`src/rtl/pulse_meter_pkg.sv`:
```
// pulse_meter_pkg: shared state type and default sizing for pulse_period_meter.
package pulse_meter_pkg;
    typedef enum logic {S_IDLE, S_RUN} pm_state_t;
    localparam int PM_WIDTH = 32;
    localparam int PM_SYNC_STAGES = 2;
    localparam int PM_LOCK_COUNT = 4;
endpackage

```
`src/rtl/sync_edge_detect.sv`:
```
// sync_edge_detect: synchronizes pulse_in and flags each rising edge for one cycle.
module sync_edge_detect
    import pulse_meter_pkg::*;
#(
    parameter int SYNC_STAGES = PM_SYNC_STAGES
) (
    input  logic clk,
    input  logic reset,
    input  logic pulse_in,
    output logic pulse_edge
);
    logic [SYNC_STAGES-1:0] sync;
    logic s_d;
    always_ff @(posedge clk or posedge reset)
        if (reset) begin
            sync <= '0;
            s_d <= 1'b0;
        end else begin
            sync <= (sync << 1) | SYNC_STAGES'(pulse_in);
            s_d <= sync[SYNC_STAGES-1];
        end
    assign pulse_edge = sync[SYNC_STAGES-1] & ~s_d;
endmodule

```
`src/rtl/pulse_period_meter.sv`:
```
// pulse_period_meter: measures clk cycles between rising edges of pulse_in, with lock and timeout.
module pulse_period_meter
    import pulse_meter_pkg::*;
#(
    parameter int WIDTH = PM_WIDTH,
    parameter int SYNC_STAGES = PM_SYNC_STAGES,
    parameter int LOCK_COUNT = PM_LOCK_COUNT
) (
    input  logic             clk,
    input  logic             reset,
    input  logic             pulse_in,
    input  logic             clear,
    input  logic [WIDTH-1:0] timeout_limit,
    output logic [WIDTH-1:0] period,
    output logic             period_valid,
    output logic             locked,
    output logic             timeout
);
    localparam int MW = $clog2(LOCK_COUNT);
    localparam logic [MW-1:0] M_MAX = MW'(LOCK_COUNT - 1);
    pm_state_t state, state_n;
    logic [WIDTH-1:0] cnt;
    logic [MW-1:0] match_cnt, match_n;
    logic have_ref, pulse_edge, report, expire, same;
    sync_edge_detect #(.SYNC_STAGES(SYNC_STAGES)) u_sync (
        .clk(clk),
        .reset(reset),
        .pulse_in(pulse_in),
        .pulse_edge(pulse_edge)
    );
    always_comb begin
        report = state == S_RUN && pulse_edge;
        expire = state == S_RUN && !pulse_edge && timeout_limit != '0 && cnt >= timeout_limit;
        state_n = pulse_edge ? S_RUN : expire ? S_IDLE : state;
        same = have_ref && cnt == period;
        match_n = match_cnt == M_MAX ? M_MAX : match_cnt + 1'b1;
    end
    // have_ref keeps the first report after arming or timeout from matching a stale period
    always_ff @(posedge clk or posedge reset)
        if (reset) begin
            state <= S_IDLE;
            cnt <= '0;
            period <= '0;
            period_valid <= 1'b0;
            locked <= 1'b0;
            timeout <= 1'b0;
            match_cnt <= '0;
            have_ref <= 1'b0;
        end else if (clear) begin
            state <= S_IDLE;
            cnt <= '0;
            period <= '0;
            period_valid <= 1'b0;
            locked <= 1'b0;
            timeout <= 1'b0;
            match_cnt <= '0;
            have_ref <= 1'b0;
        end else begin
            state <= state_n;
            period_valid <= report;
            if (pulse_edge) begin
                cnt <= WIDTH'(1);
                timeout <= 1'b0;
            end else if (expire) begin
                cnt <= '0;
                timeout <= 1'b1;
                locked <= 1'b0;
                match_cnt <= '0;
                have_ref <= 1'b0;
            end else if (state == S_RUN && !(&cnt)) begin
                cnt <= cnt + 1'b1;
            end
            if (report) begin
                period <= cnt;
                have_ref <= 1'b1;
                match_cnt <= same ? match_n : '0;
                locked <= same && match_n == M_MAX;
            end
        end
endmodule

```
`config.mk`:
```
export PLATFORM = sky130hd
export DESIGN_NAME = pulse_period_meter
export DESIGN_NICKNAME = d
export VERILOG_FILES = /design/src/rtl/pulse_meter_pkg.sv /design/src/rtl/sync_edge_detect.sv /design/src/rtl/pulse_period_meter.sv
export SDC_FILE = /design/constraint.sdc
export NUM_CORES = 1
export LEC_CHECK = 0
export BUFFER_PORTS_ARGS = -buffer_cell sky130_fd_sc_hd__buf_2
export CORE_MARGIN = 3
export CORE_UTILIZATION = 57
export DETAILED_ROUTE_END_ITERATION = 16
export PLACE_DENSITY_LB_ADDON = 0.08
export SYNTH_ARGS = -nofsm -noshare
export SYNTH_HDL_FRONTEND = slang
export SYNTH_SLANG_ARGS = --single-unit
```
`constraint.sdc`:
```
create_clock -name clk -period 2.7 [get_ports clk]
set_input_delay 0.135 -clock clk [delete_from_list [all_inputs] [get_ports clk]]
set_output_delay 0.135 -clock clk [all_outputs]
set_load 0.1 [all_outputs]
```
==> key figures, run 1 <==
Run status
  – Outcome: completed

Routing
  – First drt pass iteration count: 4
  – Remaining DRCs: 0
  – Routed vias/inst: 5.88
  – ANT nets after route: 0
  – WL final: about 12000 um
  – Drt initial violations: 280
  – Vias: 3794
  – DR WL/cell: between 15 and 20 um

Global routing
  – GRT Overall Usage: 0.287
  – Initial antenna violation count: 0
  – Pin count of the biggest net entering global routing: between 70 and 80
  – Global-route wire length before repair: 19200 um
  – GR Overflow Total: 0
  – Vias in the first global route: 3749

Cells and area
  – Finished Core Util: 0.705
  – Register area: 1850 um^2
  – Commonest cells after routing, fill and taps aside: dfrtp_1 (74), buf_2 (70), nor2_1 (47)
  – Most common cell after layout, fill and taps aside: dfrtp_1
  – Filler Cell Count: between 500 and 600
  – Nets@finish: just over 600
  – Share of post-route cells with drive strength above 1: 0.214
  – Multi-input gate area: 2300 um^2
  – Layout Cells excl Fill: between 600 and 700
  – Area growth from synthesis to final layout: 18.0%
  – Antenna diodes: 0

Floorplan
  – Initial Util: 0.597
  – Chip width: 94.1 um
  – FP Rows: 31
  – Boundary Pins: between 70 and 80
  – Core Region: 7410 um^2
  – Chip height: between 90 and 100 um
  – Die area: 8850 um^2

Worst setup path
  – Req. time, crit path: 2950 ps
  – CP Launch Type: flop
  – CP arrival: 2700 ps
  – Setup crit end kind: flop
  – CP Class: reg2reg
  – CP max FO: 31

Timing
  – Period utilisation layout: 0.905
  – FMAX: just over 400 MHz
  – Min Hold Slack: 19.4 ps
  – Final hold viol count: 0
  – Fin Setup TNS: 0 ps
  – Setup ws final: approximately 260 ps
  – Clock skew: 7.75 ps
  – Worst-margin pin slew: 966 ps
  – Max-slew violations: 0
  – Setup-failing EPs final: 0
  – Worst slew margin: 0.356
  – RSZ-0062 raised after global routing: no
  – Min cycle time layout: about 2400 ps

Synthesis
  – Share of flip-flops with an asynchronous set or reset: 1.00
  – Mean Syn Cell Area: 9.60 um^2
  – Post-synth EDFFs: 0
  – Synth top area cells: dfrtp_1 (42%), ha_1 (9.3%), xnor2_1 (6.9%)
  – Synth warnings: 0
  – Synth Net Count: 530
  – Mapped Cells: 461
  – FF+latch count, synth: 74
  – Register area share after synthesis: 0.419
  – Main synth FF type: dfrtp_1
  – Area of the mapped netlist: 4420 um^2
  – Area share of the largest cell type after synthesis: 0.419
  – Post-synth cell types: 46
  – Cell taking the most area after synthesis: dfrtp_1

Power and ir drop
  – Sequential Power Share: 0.479
  – PD cells: 449 nW/um^2
  – Switching share of power: 0.236
  – Internal power: 1.79 mW
  – Comb power frac: 0.081
  – Leak pwr: 2.72 nW
  – Clk pwr share: 0.440
  – Peak VDD IR: ~0.00028 V
  – Psw: about 0.55 mW

Clock tree
  – Worst skew pair latency: between 300 and 400 ps
  – Clk sinks: 74
  – Post-CTS Setup Bufs: 0
  – TritonCTS clock tree: yes
  – Clock Pin Slew Worst Setup and Hold Paths: 80 ps
  – Post-CTS Resized: 0
  – Root buf cell: clkbuf_8
  – Maximum clock path buffer count: 2
  – TritonCTS Buffers: 9
  – H-tree levels: 3
  – CTS Hold Buffers Added: 1

Placement
  – I/O Buffers: 70
  – DP Wirelength: between 8000 and 9000 um
  – Pre-CTS WS: about 290 ps
  – Gpl congestion: 0.918
  – Cells after DPL: ~630

Job
  – Max-Cap Viols: 0

Worst hold path
  – Hold Crit Class: in2async
worst max-delay path, cell delays in order (launching register included):
cell	delay, ps
dfrtp_1	450
ha_1	320
and4_1	260
o211ai_1	100
or3_1	390
a311o_1	370
nand3_1	150
buf_12	200
nor2_1	80
metrics by stage:
stage	cell area (um^2)	power (mW)
floorplan	4420	1.25
global placement	4980	1.33
detailed placement	4980	1.33
CTS	5220	2.35
global route	5220	2.43
finish	5220	2.34
final timing paths:
path                                 from  cells after the start             end  slack (ps)
setup / recovery                  cnt[10]                      8         cnt[28]         260
hold / removal                      reset                      3      u_sync.s_d          20
setup reg to reg                  cnt[10]                      8         cnt[28]         260
hold reg to reg            u_sync.sync[0]                      0  u_sync.sync[1]         350
max in group asynchronous           reset                      3         cnt[11]        2010
min in group clk                    clear                      2           state          70
final cells by class:
class                           instances  share of cell area
Clock buffer                           10              0.0244
Clock inverter                          5              0.0199
Inverter                               46              0.0331
Multi-Input combinational cell        318               0.441
Sequential cell                        74               0.355
Tap cell                               99              0.0237
Timing Repair Buffer                   93               0.103
cells in the mapped netlist, types with 2 or more instances:
master	n
nand2b_1	5
a31o_2	2
nor3_1	14
a21oi_1	10
o22ai_1	4
or3_1	3
inv_1	46
nand2_1	20
and4_1	3
buf_2	5
o21a_1	2
nand4_1	14
o211ai_1	2
dfrtp_1	74
nor4_1	23
nor2_1	47
xor2_1	28
nand3_1	15
clkbuf_1	13
o21ai_0	6
a22o_1	32
xnor2_1	35
ha_1	33
clkbuf_2	3
cell families (layout without fill, tap and decap cells):
group | count (synthesis) | after routing | share of synthesized area
compound gates | 68 | 68 | 0.121
simple gates | 153 | 153 | 0.178
xor+xnor | 63 | 63 | 0.125
buf+inv | 69 | 154 | 0.0625
flops | 74 | 74 | 0.419
mux | 1 | 1 | 0.00226
fa+ha+maj | 33 | 33 | 0.0933
registers in the layout, summed over array words and instances, names as in the netlist:
| signal | count |
|---|---|
| period | 32 |
| timeout | 1 |
| period_valid | 1 |
| state | 1 |
| cnt | 32 |
| match_cnt | 2 |
| u_sync.s_d | 1 |
| u_sync.sync | 2 |
| have_ref | 1 |
| locked | 1 |
layer usage:
metal  part of all wire  up-vias  global-route usage
met4              0.035        0               0.129
met3              0.060       31              0.0593
met1               0.45     1841               0.394
met5                  0        -                   0
li1                   -     1776                   -
met2               0.45      146               0.437
power groups by stage:
stage,clock [mW],combinational (mW),sequential (mW)
floorplan,0,0.100,1.15
global placement,0,0.184,1.14
detailed placement,0,0.187,1.14
CTS,1.04,0.190,1.12
global route,1.09,0.213,1.12
finish,1.03,0.190,1.12
Note: power is estimated with default switching activity, not from simulation.
==> run 2, diff against run 1 <==
--- a/config.mk
+++ b/config.mk
@@ -7,9 +7,10 @@
 export LEC_CHECK = 0
 export BUFFER_PORTS_ARGS = -buffer_cell sky130_fd_sc_hd__buf_2
 export CORE_MARGIN = 3
-export CORE_UTILIZATION = 57
+export CORE_UTILIZATION = 40
 export DETAILED_ROUTE_END_ITERATION = 16
 export PLACE_DENSITY_LB_ADDON = 0.08
+export SETUP_SLACK_MARGIN = 0.4
 export SYNTH_ARGS = -nofsm -noshare
 export SYNTH_HDL_FRONTEND = slang
 export SYNTH_SLANG_ARGS = --single-unit
==> run 2 against run 1 <==
Net effect: critical path type unchanged; critical endpoint is now cnt[15]; via count rose by 2.1%; first-iteration DRC count fell by 35%; sequential power barely moved; hold slack improved by 49 ps; flip-flop and latch count did not move; highest routed layer unchanged; register-to-register slack improved by 98 ps.
==> key figures, run 2 (same netlist as run 1, synthesis figures left out) <==
Clock tree
  – Worst skew pair latency: 380 ps
  – TritonCTS clock tree: yes
  – Clock Pin Slew Worst Setup and Hold Paths: 80 ps
  – H-tree levels: 3
  – TritonCTS Buffers: 9
  – Clk sinks: 74
  – Root buf cell: clkbuf_8
  – Maximum clock path buffer count: 2

Cells and area
  – Nets@finish: 638
  – Commonest cells after routing, fill and taps aside: buf_2 (70), dfrtp_1 (58), inv_1 (45)
  – Most common cell after layout, fill and taps aside: buf_2
  – Share of post-route cells with drive strength above 1: 0.338
  – Finished Core Util: 0.556
  – Multi-input gate area: approximately 2600 um^2
  – Filler Cell Count: 934
  – Area growth from synthesis to final layout: 32.7%
  – Register area: 1870 um^2
  – Largest registers: cnt (32), period (32)
  – Antenna diodes: 0

Global routing
  – GRT Overall Usage: 0.224
  – GR Overflow Total: 0
  – Pin count of the biggest net entering global routing: 39
  – Initial antenna violation count: 0
  – Vias in the first global route: 3877
  – Global-route wire length before repair: 21500 um

Power and ir drop
  – PD cells: approximately 400 nW/um^2
  – Leak pwr: 2.89 nW
  – Peak VDD IR: around 0.00026 V

Worst setup path
  – Req. time, crit path: 2970 ps
  – CP arrival: 2620 ps
  – CP max FO: 8
  – Reg2reg path depth: 9
  – CP Class: reg2reg
  – Setup crit end kind: flop
  – CP Launch Type: flop
  – Reg-to-reg slack, setup: 350 ps

Timing
  – Min Hold Slack: approximately 68 ps
  – FMAX: 426 MHz
  – Clock skew: around 7.3 ps
  – Fin Setup TNS: 0 ps
  – Worst slew margin: 0.435
  – Min cycle time layout: 2350 ps
  – RSZ-0062 raised after global routing: yes
  – Max-slew violations: 0
  – Final hold viol count: 0
  – Period utilisation layout: 0.869
  – Setup-failing EPs final: 0
  – Worst-margin pin slew: about 850 ps

Worst hold path
  – Hold Crit Class: in2reg
  – Hold path depth: 2

Floorplan
  – Die area: 12400 um^2
  – Chip height: around 110 um
  – FP Rows: 37
  – Boundary Pins: slightly above 70
  – Core Region: 10600 um^2
  – Initial Util: 0.419
  – Chip width: approximately 110 um

Placement
  – I/O Buffers: 70
  – DP Wirelength: 9500 um
  – Gpl congestion: around 0.86

Job
  – Max-Cap Viols: 0

Routing
  – DR WL/cell: approximately 19 um
  – Drt initial violations: 181
  – ANT nets after route: 0
  – WL final: between 10000 and 15000 um
  – Remaining DRCs: 0
  – First drt pass iteration count: 4
  – Vias: 3875
  – Routed vias/inst: 5.46

Run status
  – Outcome: completed
[run 2: cell types whose count changed in the layout (fill, tap and decap cells not counted), moves of 3 or more]
cell and change:
buf_12 +3, buf_4 +18, dfrtp_1 -16, dfrtp_2 +16, ha_1 -6, ha_4 +6, nor2_1 -17, nor2_2 +5
nor2_4 +12, o22ai_1 -3, o22ai_2 +3
[run 2: stage by stage]
stage	cells	power [mW]	worst slack, ps	instance area, um^2
final	710	2.36	355	5870
after global routing	710	2.45	227	5870
after global placement	666	1.33	269	5040
after detailed placement	666	1.33	175	5040
after floorplan	461	1.25	357	4430
after CTS	697	2.34	399	5490
[run 2: critical path, stage by stage (launching register included)]
cell and delay, ps:
dfrtp_2 450, ha_4 270, nand4_1 190, nor4_4 380, nand2_1 90, a311o_1 360
nand3_4 130, buf_6 130, clkbuf_16 160, nor2_1 60
[run 2: worst paths after layout]
check	startpoint	to
min in group asynchronous	reset	cnt[9]
hold / removal	clear	state
hold reg to reg	u_sync.sync[0]	u_sync.sync[1]
max in group asynchronous	reset	cnt[30]
setup / recovery	cnt[29]	cnt[15]
setup reg to reg	cnt[29]	cnt[15]
[run 2: cell type report]
cell class                      count  area share
Inverter                           46      0.0294
Multi-Input combinational cell    318       0.442
Sequential cell                    74       0.319
Tap cell                          136      0.0290
Timing Repair Buffer              120       0.144
Clock inverter                      6      0.0153
Clock buffer                       10      0.0217
[run 2: timing repair]
action,CTS,global route
endpoints found under the setup margin,38,38
hold buffers,2,0
resized for setup,23,54
buffers inserted,12,11
pin swaps,8,24
hold endpoints to repair,38,0
cloned,1,2
[run 2: routing by layer]
metal | share of wire | up-vias | routed length (um) | global-route usage
met5 | 0 | - | 0 | 0
met4 | 0.020 | 0 | 276 | 0.0787
met3 | 0.045 | 24 | 626 | 0.0519
met2 | 0.46 | 102 | 6380 | 0.343
met1 | 0.47 | 1912 | 6500 | 0.311
li1 | - | 1837 | - | -
[run 2: power by group]
| group | leakage [nW] | total [mW] | switching (mW) | internal (mW) |
|---|---|---|---|---|
| clock | 0.107 | 0.987 | 0.463 | 0.524 |
| combinational | 1.78 | 0.249 | 0.148 | 0.100 |
| sequential | 0.998 | 1.12 | 0.00880 | 1.12 |
| total | 2.89 | 2.36 | 0.620 | 1.74 |
==> run 3, diff against run 2 <==
--- a/config.mk
+++ b/config.mk
@@ -5,6 +5,7 @@
 export SDC_FILE = /design/constraint.sdc
 export NUM_CORES = 1
 export LEC_CHECK = 0
+export ABC_AREA = 1
 export BUFFER_PORTS_ARGS = -buffer_cell sky130_fd_sc_hd__buf_2
 export CORE_MARGIN = 3
 export CORE_UTILIZATION = 40
==> run 3 against run 2 <==
Net effect: via count increased by 16%; critical path type unchanged; flip-flop and latch count stayed put; clock skew about the same; maximum frequency is 8.1% higher; critical endpoint is now cnt[23]; synthesized area increased by 9.2%; design area fell by 3.3%; sequential power barely moved.
==> key figures, run 3 <==
Run status
  – Outcome: completed

Clock tree
  – Clk sinks: 74
  – H-tree levels: 3
  – Clock Pin Slew Worst Setup and Hold Paths: 60 ps
  – TritonCTS clock tree: yes
  – Root buf cell: clkbuf_16
  – Maximum clock path buffer count: 2
  – TritonCTS Buffers: 9
  – Worst skew pair latency: between 300 and 400 ps

Timing
  – Setup ws final: 531 ps
  – Period utilisation layout: 0.803
  – Fin Setup TNS: 0 ps
  – Setup-failing EPs final: 0
  – Worst slew margin: 0.179
  – Max-slew violations: 0
  – FMAX: approximately 460 MHz
  – Clock skew: roughly 7.6 ps
  – RSZ-0062 raised after global routing: yes
  – Worst-margin pin slew: 1230 ps
  – Min cycle time layout: 2170 ps
  – Final hold viol count: 0

Power and ir drop
  – Leak pwr: approximately 2.8 nW
  – PD cells: between 400 and 500 nW/um^2
  – Tot Pwr: 2.50 mW
  – Peak VDD IR: 0.000357 V

Synthesis
  – Most frequent cells after synthesis: nand2_1 (160), inv_1 (132), dfrtp_1 (74), nor2_1 (70), ha_1 (33)
  – Register area share after synthesis: 0.383
  – Mean Syn Cell Area: 7.22 um^2
  – Post-synth EDFFs: 0
  – Most common cell in the synthesized netlist: nand2_1
  – Share of flip-flops with an asynchronous set or reset: 1.00
  – Post-synth cell types: 31
  – Main synth FF type: dfrtp_1
  – Area of the mapped netlist: 4830 um^2
  – Synth Net Count: 738
  – Cell taking the most area after synthesis: dfrtp_1
  – Area share of the largest cell type after synthesis: 0.383
  – Synth warnings: 0
  – Synth top area cells: dfrtp_1 (38%), nand2_1 (12%), inv_1 (10%)
  – FF+latch count, synth: 74
  – Mapped Cells: 669

Routing
  – Remaining DRCs: 0
  – Routed vias/inst: 5.03
  – ANT nets after route: 0
  – DR WL/cell: approximately 14 um
  – Drt initial violations: 205
  – Vias: between 4000 and 5000
  – WL final: 12600 um
  – First drt pass iteration count: 7

Worst setup path
  – Reg-to-reg slack, setup: 530 ps
  – CP top delay family: simple AND/OR/NAND/NOR gates
  – CP Class: reg2reg
  – Worst reg2reg startpoint: cnt[3]
  – CP max-delay cell: dfrtp_1
  – CP arrival: 2420 ps
  – Slowest Stage Delay on Critical Path: approximately 430 ps
  – CP Cell Sequence: ha_1 -> a21oi_1 -> nand2_1 -> nand2_1 -> nand2_1 -> nand2_1 -> nand2_1 -> nand2_1 -> nand2_1 -> nand2_4 -> nand2_1 -> buf_4 -> nor3_1
  – Reg2reg path depth: 13
  – Levels on crit path: 13
  – Setup crit end kind: flop
  – CP Launch Type: flop
  – CP Buf/Inv Count: 1
  – CP max FO: 17
  – Worst R2R End: cnt[23]
  – Req. time, crit path: 2950 ps
  – Most used cell, CP: nand2_1

Placement
  – Cells after DPL: 876
  – Gpl congestion: 0.855
  – Pre-CTS WS: between 400 and 500 ps
  – DP Wirelength: 9750 um
  – I/O Buffers: 70

Cells and area
  – Finished Core Util: 0.489
  – Share of post-route cells with drive strength above 1: 0.154
  – Commonest cells after routing, fill and taps aside: nand2_1 (160), inv_1 (131), dfrtp_1 (71)
  – Most common cell after layout, fill and taps aside: nand2_1
  – Layout Cells excl Fill: 894
  – Largest registers: cnt (32), period (32)
  – Nets@finish: 815
  – Register area: 1860 um^2
  – Multi-input gate area: 2420 um^2
  – Area growth from synthesis to final layout: 17.5%
  – Filler Cell Count: 1174
  – Antenna diodes: 0

Floorplan
  – FP Rows: 39
  – Boundary Pins: 71
  – Chip height: 116 um
  – Die area: 13400 um^2
  – Core Region: 11600 um^2
  – Chip width: 116 um
  – Initial Util: 0.416

Worst hold path
  – Min-delay src: clear
  – WHS Endpoint: timeout
  – Hold Crit Class: in2reg
  – Hold path depth: 2

Global routing
  – GRT Overall Usage: 0.197
  – Initial antenna violation count: 0
  – Pin count of the biggest net entering global routing: 51
  – Global-route wire length before repair: between 20000 and 25000 um
  – GR Overflow Total: 0
  – Vias in the first global route: 4282

Job
  – Max-Cap Viols: 0
run 3: changes by cell type in the layout (fill, tap and decap cells not counted), sizes merged, moves of 7 or more:
cell	before	now
a21oi	10	23
a22o	32	0
buf	116	75
inv	47	136
nand2	20	165
nand3	15	22
nand4	15	27
nor2	47	77
nor3	14	34
nor4	24	6
o22ai	4	32
xnor2	35	0
xor2	28	12
run 3: timing repair:
item	4_1_cts	5_1_grt
gates resized for setup	0	6
setup buffers	0	0
endpoints found under the hold margin	25	0
hold buffers	2	0
endpoints found under the setup margin	0	32
run 3: cells by family (layout without fill, tap and decap cells):
logic type | Yosys count | in the layout | synth area share
AND/OR/NAND/NOR | 332 | 332 | 0.307
XOR/XNOR | 12 | 12 | 0.0218
adder cells (fa/ha/maj) | 33 | 33 | 0.0854
buffers and inverters | 147 | 229 | 0.119
AO/OA/AOI/OAI | 71 | 71 | 0.0834
flip-flops | 74 | 74 | 0.383
run 3: how the worst max path moves through the flow:
stage	startpoint	to	slack, ps
final	cnt[3]	cnt[23]	530
after detailed placement	cnt[0]	state	470
after global placement	cnt[0]	state	510
after global routing	cnt[0]	state	330
after floorplan	reset	cnt[0]	680
after CTS	cnt[0]	state	460
run 3: per-stage QoR:
step                      hold WS [ps]  area, um^2
after floorplan                    166        4830
after global placement             228        5350
after detailed placement           234        5350
after CTS                         10.9        5660
after global routing              16.7        5680
final                             30.4        5680
run 3: metal layers:
layer	wire, um	share of wire	track usage	up-vias
met5	0	0	0	-
met4	245	0.019	0.0735	0
met3	473	0.038	0.0313	17
met2	5830	0.46	0.314	105
met1	6020	0.48	0.271	2065
li1	-	-	-	2306
run 3: final cells by class:
cell class	instances	area share
Multi-Input combinational cell	448	0.427
Sequential cell	74	0.327
Inverter	136	0.0899
Timing Repair Buffer	77	0.0740
Clock buffer	11	0.0410
Tap cell	143	0.0315
Clock inverter	5	0.00970
run 3: worst register-to-register path, cell delays in order, from the launching register on:
cell and delay (ps):
dfrtp_1 430, ha_1 330, a21oi_1 170, nand2_1 110
nand2_1 70, nand2_1 80, nand2_1 60, nand2_1 60
nand2_1 60, nand2_1 100, nand2_4 120, nand2_1 90
buf_4 210, nor3_1 190
run 3: power breakdown:
| group | switching [mW] | internal, mW |
|---|---|---|
| Combinational | 0.130 | 0.0645 |
| Sequential | 0.00969 | 1.12 |
| Clock | 0.469 | 0.713 |
| Total | 0.609 | 1.89 |
